==> src/rtl/lspc_vram_pkg.sv <==
// Shared definitions for the LSPC CPU-side VRAM port.
//   - register-select codes seen on REG_SEL
//   - access sequencer state encoding
//   - command record held in the one-deep command slot
package lspc_vram_pkg;

  localparam logic [1:0] REG_VRAMADDR = 2'd0;
  localparam logic [1:0] REG_VRAMRW   = 2'd1;
  localparam logic [1:0] REG_VRAMMOD  = 2'd2;

  typedef enum logic [1:0] {
    ST_IDLE     = 2'd0,
    ST_WRITE    = 2'd1,
    ST_INC      = 2'd2,
    ST_PREFETCH = 2'd3
  } vram_state_e;

  typedef struct packed {
    logic [1:0]  sel;
    logic [15:0] data;
  } vram_cmd_t;

endpackage

==> src/rtl/lspc_vram_cmd_slot.sv <==
// One-deep command holding slot with overwrite semantics.
// Ports:
//   clk, rst_n : clock, asynchronous active-low reset
//   load       : store load_cmd (overwrites any held command)
//   load_cmd   : command to store
//   pop        : release the held command
//   full       : a command is held
//   cmd        : the held command
// A load in the same cycle as a pop wins, so a command arriving while the
// previous one is being dispatched is not lost.
module lspc_vram_cmd_slot
  import lspc_vram_pkg::*;
(
  input  logic      clk,
  input  logic      rst_n,
  input  logic      load,
  input  vram_cmd_t load_cmd,
  input  logic      pop,
  output logic      full,
  output vram_cmd_t cmd
);

  logic      full_q, full_d;
  vram_cmd_t cmd_q, cmd_d;

  always_comb begin
    full_d = full_q;
    cmd_d  = cmd_q;
    if (load) begin
      full_d = 1'b1;
      cmd_d  = load_cmd;
    end else if (pop) begin
      full_d = 1'b0;
    end
  end

  always_ff @(posedge clk or negedge rst_n) begin
    if (!rst_n) begin
      full_q <= 1'b0;
      cmd_q  <= '0;
    end else begin
      full_q <= full_d;
      cmd_q  <= cmd_d;
    end
  end

  assign full = full_q;
  assign cmd  = cmd_q;

endmodule

==> src/rtl/lspc_vram_cpu_port.sv <==
// CPU-side VRAM access port of the LSPC.
// Decodes VRAMADDR / VRAMRW / VRAMMOD register writes, sequences single
// write and prefetch-read accesses to the slow (MSB=0) or fast (MSB=1) VRAM
// cycle generators, and applies the post-write auto-increment.
// Ports:
//   CLK_24M, nRESET               : clock, asynchronous active-low reset
//   CPU_WR_STB/CPU_RD_STB/REG_SEL : CPU register strobes and select
//   CPU_DIN / CPU_DOUT            : CPU data in / registered read data
//   VRAM_LOW_READ/VRAM_HIGH_READ  : read words from slow / fast VRAM
//   SLOW_ACK / FAST_ACK           : cycle generator service pulses
//   VRAM_ADDR, REG_VRAMADDR_MSB   : word address and bank select
//   VRAM_WRITE                    : write data
//   nVRAM_WRITE_REQ/nVRAM_READ_REQ: active-low access requests
//   VRAMMOD                       : address modulo
//   BUSY                          : access in progress or command queued
module lspc_vram_cpu_port
  import lspc_vram_pkg::*;
#(
  parameter int          ADDR_W    = 15,
  parameter logic [15:0] RESET_MOD = 16'h0000
) (
  input  logic              CLK_24M,
  input  logic              nRESET,
  input  logic              CPU_WR_STB,
  input  logic              CPU_RD_STB,
  input  logic [1:0]        REG_SEL,
  input  logic [15:0]       CPU_DIN,
  output logic [15:0]       CPU_DOUT,
  input  logic [15:0]       VRAM_LOW_READ,
  input  logic [15:0]       VRAM_HIGH_READ,
  input  logic              SLOW_ACK,
  input  logic              FAST_ACK,
  output logic [ADDR_W-1:0] VRAM_ADDR,
  output logic              REG_VRAMADDR_MSB,
  output logic [15:0]       VRAM_WRITE,
  output logic              nVRAM_WRITE_REQ,
  output logic              nVRAM_READ_REQ,
  output logic [15:0]       VRAMMOD,
  output logic              BUSY
);

  vram_state_e       state_q, state_d;
  logic [ADDR_W-1:0] addr_q, addr_d;
  logic              msb_q, msb_d;
  logic [15:0]       wdata_q, wdata_d;
  logic [15:0]       mod_q, mod_d;
  logic [15:0]       latch_q, latch_d;
  logic [15:0]       dout_q, dout_d;
  logic              wr_req_n_q, wr_req_n_d;
  logic              rd_req_n_q, rd_req_n_d;

  logic              wr_mod, wr_cmd, active_ack;
  logic [15:0]       mod_eff;
  logic              slot_load, slot_pop, slot_full, dispatch;
  vram_cmd_t         slot_cmd, new_cmd, disp_cmd;

  assign wr_mod     = CPU_WR_STB && (REG_SEL == REG_VRAMMOD);
  assign wr_cmd     = CPU_WR_STB && ((REG_SEL == REG_VRAMADDR) || (REG_SEL == REG_VRAMRW));
  assign active_ack = msb_q ? FAST_ACK : SLOW_ACK;
  // A modulo write in the INC cycle must already steer that increment.
  assign mod_eff    = wr_mod ? CPU_DIN : mod_q;
  assign new_cmd    = '{sel: REG_SEL, data: CPU_DIN};

  // Commands arriving while an access runs are parked; an arrival in the
  // cycle a parked command is dispatched replaces it in the slot.
  assign slot_pop  = (state_q == ST_IDLE) && slot_full;
  assign slot_load = wr_cmd && ((state_q != ST_IDLE) || slot_full);
  assign dispatch  = (state_q == ST_IDLE) && (slot_full || wr_cmd);
  assign disp_cmd  = slot_full ? slot_cmd : new_cmd;

  lspc_vram_cmd_slot u_slot (
    .clk      (CLK_24M),
    .rst_n    (nRESET),
    .load     (slot_load),
    .load_cmd (new_cmd),
    .pop      (slot_pop),
    .full     (slot_full),
    .cmd      (slot_cmd)
  );

  always_comb begin
    state_d    = state_q;
    addr_d     = addr_q;
    msb_d      = msb_q;
    wdata_d    = wdata_q;
    mod_d      = mod_q;
    latch_d    = latch_q;
    dout_d     = dout_q;
    wr_req_n_d = wr_req_n_q;
    rd_req_n_d = rd_req_n_q;

    if (wr_mod) mod_d = CPU_DIN;

    case (state_q)
      ST_IDLE: begin
        if (dispatch) begin
          if (disp_cmd.sel == REG_VRAMADDR) begin
            addr_d     = disp_cmd.data[ADDR_W-1:0];
            msb_d      = disp_cmd.data[ADDR_W];
            rd_req_n_d = 1'b0;
            state_d    = ST_PREFETCH;
          end else begin
            wdata_d    = disp_cmd.data;
            wr_req_n_d = 1'b0;
            state_d    = ST_WRITE;
          end
        end
      end
      ST_WRITE: begin
        if (active_ack) begin
          wr_req_n_d = 1'b1;
          state_d    = ST_INC;
        end
      end
      ST_INC: begin
        // Bank select is untouched; the address wraps within its bank.
        addr_d     = addr_q + mod_eff[ADDR_W-1:0];
        rd_req_n_d = 1'b0;
        state_d    = ST_PREFETCH;
      end
      ST_PREFETCH: begin
        if (active_ack) begin
          latch_d    = msb_q ? VRAM_HIGH_READ : VRAM_LOW_READ;
          rd_req_n_d = 1'b1;
          state_d    = ST_IDLE;
        end
      end
      default: state_d = ST_IDLE;
    endcase

    // Reads use the registered (pre-write) values.
    if (CPU_RD_STB) begin
      case (REG_SEL)
        REG_VRAMADDR, REG_VRAMRW: dout_d = latch_q;
        REG_VRAMMOD:              dout_d = mod_q;
        default:                  dout_d = 16'h0000;
      endcase
    end
  end

  always_ff @(posedge CLK_24M or negedge nRESET) begin
    if (!nRESET) begin
      state_q    <= ST_IDLE;
      addr_q     <= '0;
      msb_q      <= 1'b0;
      wdata_q    <= 16'h0000;
      mod_q      <= RESET_MOD;
      latch_q    <= 16'h0000;
      dout_q     <= 16'h0000;
      wr_req_n_q <= 1'b1;
      rd_req_n_q <= 1'b1;
    end else begin
      state_q    <= state_d;
      addr_q     <= addr_d;
      msb_q      <= msb_d;
      wdata_q    <= wdata_d;
      mod_q      <= mod_d;
      latch_q    <= latch_d;
      dout_q     <= dout_d;
      wr_req_n_q <= wr_req_n_d;
      rd_req_n_q <= rd_req_n_d;
    end
  end

  assign CPU_DOUT         = dout_q;
  assign VRAM_ADDR        = addr_q;
  assign REG_VRAMADDR_MSB = msb_q;
  assign VRAM_WRITE       = wdata_q;
  assign VRAMMOD          = mod_q;
  assign nVRAM_WRITE_REQ  = wr_req_n_q;
  assign nVRAM_READ_REQ   = rd_req_n_q;
  assign BUSY             = (state_q != ST_IDLE) || slot_full;

endmodule
==> config.mk <==
export PLATFORM = sky130hd
export DESIGN_NAME = lspc_vram_cpu_port
export DESIGN_NICKNAME = d
export VERILOG_FILES = /design/src/rtl/lspc_vram_pkg.sv /design/src/rtl/lspc_vram_cmd_slot.sv /design/src/rtl/lspc_vram_cpu_port.sv
export SDC_FILE = /design/constraint.sdc
export NUM_CORES = 1
export LEC_CHECK = 0
export ABC_AREA = 1
export ABC_CLOCK_PERIOD_IN_PS = 3200
export CAP_MARGIN = 20
export CORE_MARGIN = 2
export CORE_UTILIZATION = 40
export CTS_BUF_LIST = sky130_fd_sc_hd__clkbuf_4
export DETAILED_ROUTE_END_ITERATION = 6
export HOLD_SLACK_MARGIN = 0.12
export PLACE_DENSITY_LB_ADDON = 0.15
export SETUP_SLACK_MARGIN = 0.2
export SYNTH_ARGS = -nofsm -noshare
export SYNTH_HDL_FRONTEND = slang
export SYNTH_SLANG_ARGS = --single-unit
==> constraint.sdc <==
create_clock -name CLK_24M -period 3.2 [get_ports CLK_24M]
set_input_delay 0.96 -clock CLK_24M [delete_from_list [all_inputs] [get_ports CLK_24M]]
set_output_delay 0.96 -clock CLK_24M [all_outputs]
set_load 0.05 [all_outputs]
Word-level counts from Yosys, hierarchy flattened
Cells that the tools add are included.
{"block": "word_totals", "ramBits": 0, "latch_bits": 0, "regBits": 103, "out_inout_bits": 67, "mem_bits_ro": 0, "elab_cells": 71, "in_bits": 56, "n_memories": 0}
{"block": "classes", "div": 0, "n_bitwise": 1, "muxes": 22, "n_lt_le_gt_ge": 0, "shift": 0, "reduce_logical": 24, "n_addsub": 1, "n_eq_ne": 10, "mul": 0}
{"operator": "15-bit two-way mux", "count": 3}
{"operator": "16-bit one-hot mux with 2 select lines", "count": 1}
{"operator": "15-bit one-hot mux with 2 select lines", "count": 1}
{"operator": "18-bit two-way mux", "count": 1}
{"operator": "16-bit two-way mux", "count": 1}
{"operator": "15-bit adder", "count": 1}
{"operator": "3-bit AND reduction", "count": 4}
{"operator": "1-bit two-way mux", "count": 8}
{"operator": "2-bit two-way mux", "count": 4}
{"operator": "2-bit inequality test, second input constant", "count": 4}
{"operator": "2-bit one-hot mux with 4 select lines", "count": 1}
{"operator": "4-bit AND reduction", "count": 2}
{"operator": "2-bit nonzero test", "count": 4}
{"operator": "2-bit == test, second input constant", "count": 3}
{"operator": "2-bit logical NOT", "count": 3}
{"operator": "1-bit logical AND", "count": 5}
{"operator": "2-bit by 1-bit == test with 1-bit output, second input constant", "count": 2}
{"operator": "1-bit logical OR", "count": 3}
{"operator": "1-bit one-hot mux with 3 select lines", "count": 1}
{"operator": "3-bit nonzero test", "count": 1}
{"operator": "2-bit by 1-bit inequality test with 1-bit output, second input constant", "count": 1}
{"operator": "1-bit one-hot mux with 2 select lines", "count": 1}
{"operator": "2-bit AND reduction", "count": 1}
{"operator": "2-bit OR reduction", "count": 1}
{"operator": "1-bit NOT", "count": 1}

Longest topological paths before layout
Gate-level depths: netlist (run 1).
{"block": "logic_depth", "depth_word": 7, "ltp_mapped": 16}

Modules after synthesis
Synthesis (run 1) repeated with hierarchy kept, for this count alone.
{"block": "unflattened", "cells_unflattened": 749, "area_unflattened_um2": 5605.4}
{"mod": "lspc_vram_cpu_port", "n_inst": 1, "area_each_um2": 4857.2, "seq_area_each_um2": 2104.5, "cells_per_inst": 669}
{"mod": "lspc_vram_cmd_slot", "n_inst": 1, "area_each_um2": 748.2, "seq_area_each_um2": 475.5, "cells_per_inst": 80}

Least setup slack after synthesis (run 1)
OpenSTA, ideal clock, no wires.
{"block": "synth_timing", "path_type": "input -> register", "start": "input REG_SEL[0]", "end": "register addr_q[8] (netlist: VRAM_ADDR[8])", "cell_stages": 15, "slack_ns": 0.292, "arrival_ns": 2.790, "setup_time_ns": 0.118, "path_cell_list": "inv_1 > nand3_1 > clkbuf_1 > nand2_1 > o21ai_0 > ha_1 > fa_1 > nand3_1 > nand3_1 > nand2_1 > nand2_1 > xnor2_1 > nand2_1 > nand2_1 > nand2_1"}
{"block": "synth_between", "elab_chain_cells": 7}
{"item": "start, declared", "line": "lspc_vram_cpu_port.sv:26", "source": "input logic [1:0] REG_SEL,"}
{"item": "parallel branches: the longest is 7 deep, another holds 15-bit adder"}
{"item": "end signal, assigned", "line": "lspc_vram_cpu_port.sv:154", "source": "addr_q <= addr_d;"}
{"item": "end, declared", "line": "lspc_vram_cpu_port.sv:43", "source": "logic [ADDR_W-1:0] addr_q, addr_d;"}
Several ways; the timed one is not identified.
A chain may end at the register's enable or synchronous reset.

Worst setup path after layout (run 1)
{"block": "layout_timing", "start": "input REG_SEL[0]", "end": "register addr_q[14] (netlist: VRAM_ADDR[14])"}
The elaborated chain is that of the path after synthesis.

==> impl_metrics.toml, run 1 <==
[synthesis]
yosysTopAreaCellShare_pct = 46.2
yosys_warnings = 0
synth_area_per_cell_sq_um = 7.55
synth_cell_types = 28
synth_common_cells = "nand2_1 (260), dfrtp_1 (101), o21ai_0 (71), inv_1 (66), nor2_1 (66)"
ys_seq_elements = 103
synthTopCellsByArea = "dfrtp_1 (46%), nand2_1 (18%), o21ai_0 (6.5%)"
synthCells = 725
syn_nets = 804
synth_edf_count = 0
yosysTopAreaCell = "dfrtp_1"
synth.most_common_cell = "nand2_1"
async_reset_ff_share_pct = 100
ys.flop_type = "dfrtp_1"
ys_seq_area_share_pct = 47.2
syn_area_sq_um = 5470

[route]
drc = 2
wl_per_cell_microns = 15.0
ant_nets = 0
vias = 5238
firstDrtPassIters = 7
drt_iter0_markers = 388
vias_per_cell = 4.96
routed_wl_microns = 15800

[die]
fp.dieW_microns = 121
ioPinCount = 123
row_count = 42
die_area_sq_um = 14600
die_y_microns = 121
design.core.area_sq_um = 13300
initial_core_util_pct = 41.1

[worst_setup_path]
crit_required_ps = 3600
critical_path_class = "in2reg"
critPathMaxStageDelay_ps = 460
critPathArrivalTime_ps = 3260
crit_path_frequent_cell = "nand2_1"
rr_worst_depth = 14
r2r-start = "VRAMMOD[4]"
critPathLaunch = "REG_SEL[0]"
reg2reg_to = "VRAM_ADDR[13]"
crit_slowest_cell = "clkdlybuf4s50_1"
crit_chain = "clkdlybuf4s50_1 -> inv_1 -> nand3_1 -> buf_6 -> nand2_1 -> o21ai_1 -> buf_4 -> ha_1 -> nand2_1 -> nor2_1 -> and2_1 -> nand2_1 -> nand3_1 -> nand3_1 -> nand2_1 -> nand2_1"
start_kind = "input port"
rrSetupSlack_ps = 1180
critPathCaptureType = "flop"
crit_end = "VRAM_ADDR[14]"
crit_fanout = 17

[global_routing]
grt_pass1_wl_microns = 25600
antenna_found_initial = 1
track_usage_pct = 22.2
overflow = 0
grt_pass1_vias = 5045
grt_max_degree = 55

[sta]
maxSlewViolCount = 0
setup_violations = 0
tightest_slew_ps = 699
fin_skew_ps = 21.8
slew-limit-headroom_pct = 53.4
fin_crit_ps = 2860
fmax_mhz = 350
hold_viol = 0
fin_crit_sh_pct = 89.4
rsz0062_at_grt = "no"

[cells_and_area]
drive_above_1_share_pct = 9.11
area_delta_synth_final_pct = 33.8
fin_nets = 952
fin_util_pct = 55.1
stdcell_count = 1055

[cts]
cts_root_buffer = "clkbuf_4"
cts_tree = "done"
clk_pin_slew_ps = 160
clock_sinks = 103
htreeDepth = 3
clk_latency_ps = 480
cts_buffers = 9
clockBufferDepth = 2

[placed_design]
dp_cells = 1038
io_buffers = 122
place.gp.congestion = 0.878
dpl.hpwl_microns = 12000

[power_and_ir_drop]
p_leak_uw = 0.00358
p_per_area_nw_per_um2 = 985
finalPower_uw = 7210
peakVddDrop_mv = 0.601

[flow_run]
cap_violations = 0

[min_path]
hold_path_class = "in2async"

[run_status]
status = "finished with violations"
failed_checks = "DRC"
-- state kept, by name, summed over array words and instances (netlist names) --
signal / cells
u_slot.cmd: 18
CPU_DOUT: 16
VRAMMOD: 16
VRAM_WRITE: 16
latch_q: 16
VRAM_ADDR: 15
state_q: 2
REG_VRAMADDR_MSB: 1
nVRAM_READ_REQ: 1
nVRAM_WRITE_REQ: 1
u_slot.full: 1
-- how the worst min path moves through the flow --
| stage | startpoint | to | slack [ps] | cells after the start |
|---|---|---|---|---|
| 3_5_place_dp | u_slot.cmd[2] | u_slot.cmd[2] | 470 | 2 |
| 6_report | nRESET | latch_q[1] | 500 | 1 |
| 5_1_grt | nRESET | VRAMMOD[3] | 520 | 1 |
| 3_3_place_gp | u_slot.cmd[2] | u_slot.cmd[2] | 460 | 2 |
| 2_1_floorplan | u_slot.cmd[2] | u_slot.cmd[2] | 450 | 2 |
| 4_1_cts | nRESET | VRAMMOD[3] | 490 | 1 |
-- placed cells by master (no fill, tap or decap), drive strengths merged, types with 10 or more instances in the layout --
cell / instances
nand2: 260
clkdlybuf4s50: 120
dfrtp: 101
o21ai: 75
nor2: 72
inv: 71
buf: 45
a31oi: 32
nand3: 26
ha: 22
a21oi: 17
clkbuf: 10
-- per-layer routing --
metal	GRT usage (%)	share of wire [%]
met1	31.8	49
met2	33.3	43
met3	4.51	5.8
met4	8.07	2.0
met5	0	0
-- final cells by class --
type / count / area, sq um
inverter: 71 / 267
clock buffer: 10 / 75.1
sequential: 103 / 2580
clock inverter: 6 / 85.1
tap: 176 / 220
fill: 1282 / 5970
timing repair buffer: 165 / 1570
antenna: 1 / 2.50
multi-input combinational: 523 / 2520
-- critical path: cells and delay by family --
family | cells | cell delay, ps
AO/OA/AOI/OAI | 1 | 100
adder cells (fa/ha/maj) | 1 | 370
buffers and inverters | 4 | 870
AND/OR/NAND/NOR | 10 | 960
-- kinds of logic after synthesis --
kind of cell | after synthesis | synth area share [%]
fa+ha+maj | 23 | 5.40
simple gates | 364 | 26.2
compound gates | 130 | 13.2
xor+xnor | 6 | 0.961
buf+inv | 99 | 7.11
flops | 103 | 47.2
-- power breakdown --
group | internal [uW] | leakage (uW) | total (uW) | switching, uW
Sequential | 1800 | 0.00124 | 2160 | 361
Combinational | 1510 | 0.00226 | 4280 | 2770
Clock | 323 | 0.0000840 | 771 | 448
Total | 3630 | 0.00358 | 7210 | 3580
-- stage by stage --
stage               instance area [sq um]  hold WS (ps)  setup WS (ps)  TNS (ps)
floorplan                            5470           448            292         0
global placement                     7130           463           -196     -1780
detailed placement                   7130           468           -217     -2040
CTS                                  7290           494            322         0
global route                         7320           522            216         0
finish                               7320           500            339         0
-- what timing repair did --
item	in CTS	in global routing
buffers inserted	0	0
resized for setup	0	11
hold buffers	0	0
setup endpoints to repair	0	6
Note: power is estimated with default switching activity, not from simulation.
==> run 2, diff against run 1 <==
--- a/config.mk
+++ b/config.mk
@@ -6,7 +6,7 @@
 export NUM_CORES = 1
 export LEC_CHECK = 0
 export ABC_AREA = 1
-export ABC_CLOCK_PERIOD_IN_PS = 3200
+export ABC_CLOCK_PERIOD_IN_PS = 2600
 export CAP_MARGIN = 20
 export CORE_MARGIN = 2
 export CORE_UTILIZATION = 40
==> constraint.sdc (replaced) <==
create_clock -name CLK_24M -period 2.6 [get_ports CLK_24M]
set_input_delay 0.78 -clock CLK_24M [delete_from_list [all_inputs] [get_ports CLK_24M]]
set_output_delay 0.78 -clock CLK_24M [all_outputs]
set_load 0.05 [all_outputs]
==> run 2 against run 1 <==
Compared with the run above: the flow now finishes without violations; via count increased by 2.3%; register-to-register slack got worse by 560 ps; clock power increased by 2%; cell count increased by 2.7%; global-route usage increased by 0.87 points; critical path type unchanged; largest cell class is now multi-input gates; highest routed layer unchanged.
==> impl_metrics.toml, run 2 (synthesis gave the netlist of run 1 again) <==
[placed_design]
dpl.hpwl_microns = 11800
place.gp.congestion = 0.908
io_buffers = 122
dp_cells = 1057

[sta]
hold_viol = 0
fin_crit_ps = 2350
tightest_slew_ps = 574
rsz0062_at_grt = "yes"
fmax_mhz = 426
slew-limit-headroom_pct = 61.9
setup_violations = 0
maxSlewViolCount = 0
fin_crit_sh_pct = 90.4
fin_skew_ps = 16.4

[cts]
hold_buffers = 0
htreeDepth = 3
clk_latency_ps = 490
cts_tree = "done"
clk_pin_slew_ps = 160
clock_sinks = 103
clockBufferDepth = 2
cts_buffers = 9
cts_root_buffer = "clkbuf_4"

[cells_and_area]
final_cell_mix = "nand2_1 (243), dfrtp_1 (101), inv_1 (65)"
mostFrequentLayoutCell = "nand2_1"
fin_nets = 980
stdcell_count = 1083
area_delta_synth_final_pct = 42.2
largest_register_ffs = 18
fillers = 1226
drive_above_1_share_pct = 17.0

[min_path]
hold_path_class = "in2async"

[die]
die_y_microns = 121
row_count = 42
fp.dieW_microns = 121
ioPinCount = 123
initial_core_util_pct = 41.1
design.core.area_sq_um = 13300
die_area_sq_um = 14600

[route]
ant_nets = 0
routed_wl_microns = 16400
vias_per_cell = 4.95
vias = 5358
wl_per_cell_microns = 15.1
firstDrtPassIters = 5
drc = 0
drt_iter0_markers = 392

[worst_setup_path]
critPathCaptureType = "flop"
start_kind = "input port"
critPathLaunch = "REG_SEL[0]"
crit_fanout = 6
r2r-start = "state_q[1]"
crit_required_ps = 2990
critical_path_class = "in2reg"
critPathArrivalTime_ps = 2740

[global_routing]
overflow = 0
track_usage_pct = 23.1
grt_pass1_wl_microns = 26500
antenna_found_initial = 1
grt_pass1_vias = 5304
grt_max_degree = 43

[power_and_ir_drop]
p_leak_uw = 0.00394
peakVddDrop_mv = 0.649
finalPower_uw = 8970
p_per_area_nw_per_um2 = 1150

[flow_run]
cap_violations = 0

[run_status]
status = "complete, no violations"
==> run 2: cell types whose count changed in the layout (fill, tap and decap cells not counted), moves of 5 or more <==
| cell | previous run | this run |
|---|---|---|
| buf_12 | 2 | 7 |
| nand2_1 | 260 | 243 |
| buf_4 | 42 | 63 |
| o21ai_0 | 66 | 60 |
| dlygate4sd2_1 | 0 | 62 |
| ha_4 | 0 | 8 |
| nand2_2 | 0 | 16 |
| ha_1 | 21 | 14 |
| clkdlybuf4s50_1 | 120 | 51 |
==> run 2: worst paths after layout <==
kind / endpoint / slack, ps / depth (start not counted)
setup / recovery: VRAM_ADDR[7] / 250 / 15
hold / removal: latch_q[1] / 200 / 1
setup reg to reg: VRAM_ADDR[14] / 620 / 9
hold reg to reg: u_slot.cmd[14] / 510 / 2
max in group asynchronous: CPU_DOUT[9] / 1710 / 2
min in group CLK_24M: u_slot.cmd[14] / 510 / 2
==> run 2: layout make-up <==
type / count / area (sq um) / share of cell area, %
clock inverter: 4 / 30.0 / 0.386
multi-input combinational: 523 / 2780 / 35.7
sequential: 103 / 2580 / 33.2
antenna: 1 / 2.50 / 0.0322
inverter: 71 / 283 / 3.63
tap: 176 / 220 / 2.83
clock buffer: 12 / 90.1 / 1.16
timing repair buffer: 193 / 1790 / 23.1
==> run 2: report_power, final <==
group	internal [uW]	switching (uW)	total, uW
Combinational	1940	3590	5530
Clock	236	549	785
Sequential	2210	444	2650
==> run 2: repair_timing <==
| action | in CTS | in global routing |
|---|---|---|
| endpoints found under the setup margin | 80 | 13 |
| gates resized for setup | 113 | 28 |
| cloned | 2 | 0 |
| pin swaps | 12 | 9 |
| buffers inserted | 5 | 2 |
==> run 2: worst max-delay path, cell delays in order <==
cell	delay, ps
buf_2	100
buf_6	130
inv_16	50
nand3_4	110
bufbuf_16	300
buf_4	140
o21ai_4	210
ha_4	240
nand3_1	80
nand3_2	120
a21oi_2	150
xor2_1	150
nand2_1	60
nand2_1	60
nand2_1	50
==> run 2: per-stage QoR <==
stage | setup TNS [ps] | area, sq um | util [%] | setup WS [ps] | hold WS [ps]
after floorplan | 0 | 5530 | - | 175 | 448
after global placement | -8600 | 7370 | 55.4 | -717 | 465
after detailed placement | -8410 | 7370 | 55.4 | -710 | 474
after CTS | 0 | 7660 | 57.6 | 216 | 181
after global routing | 0 | 7780 | 58.5 | 137 | 186
final | 0 | 7780 | 58.5 | 250 | 198
==> run 2: per-layer routing <==
metal,global-route usage [%],up-vias,wire [microns]
li1,-,2669,-
met1,32.8,2486,7970
met2,35.5,187,7230
met3,5.17,16,986
met4,6.47,0,228
met5,0,-,0
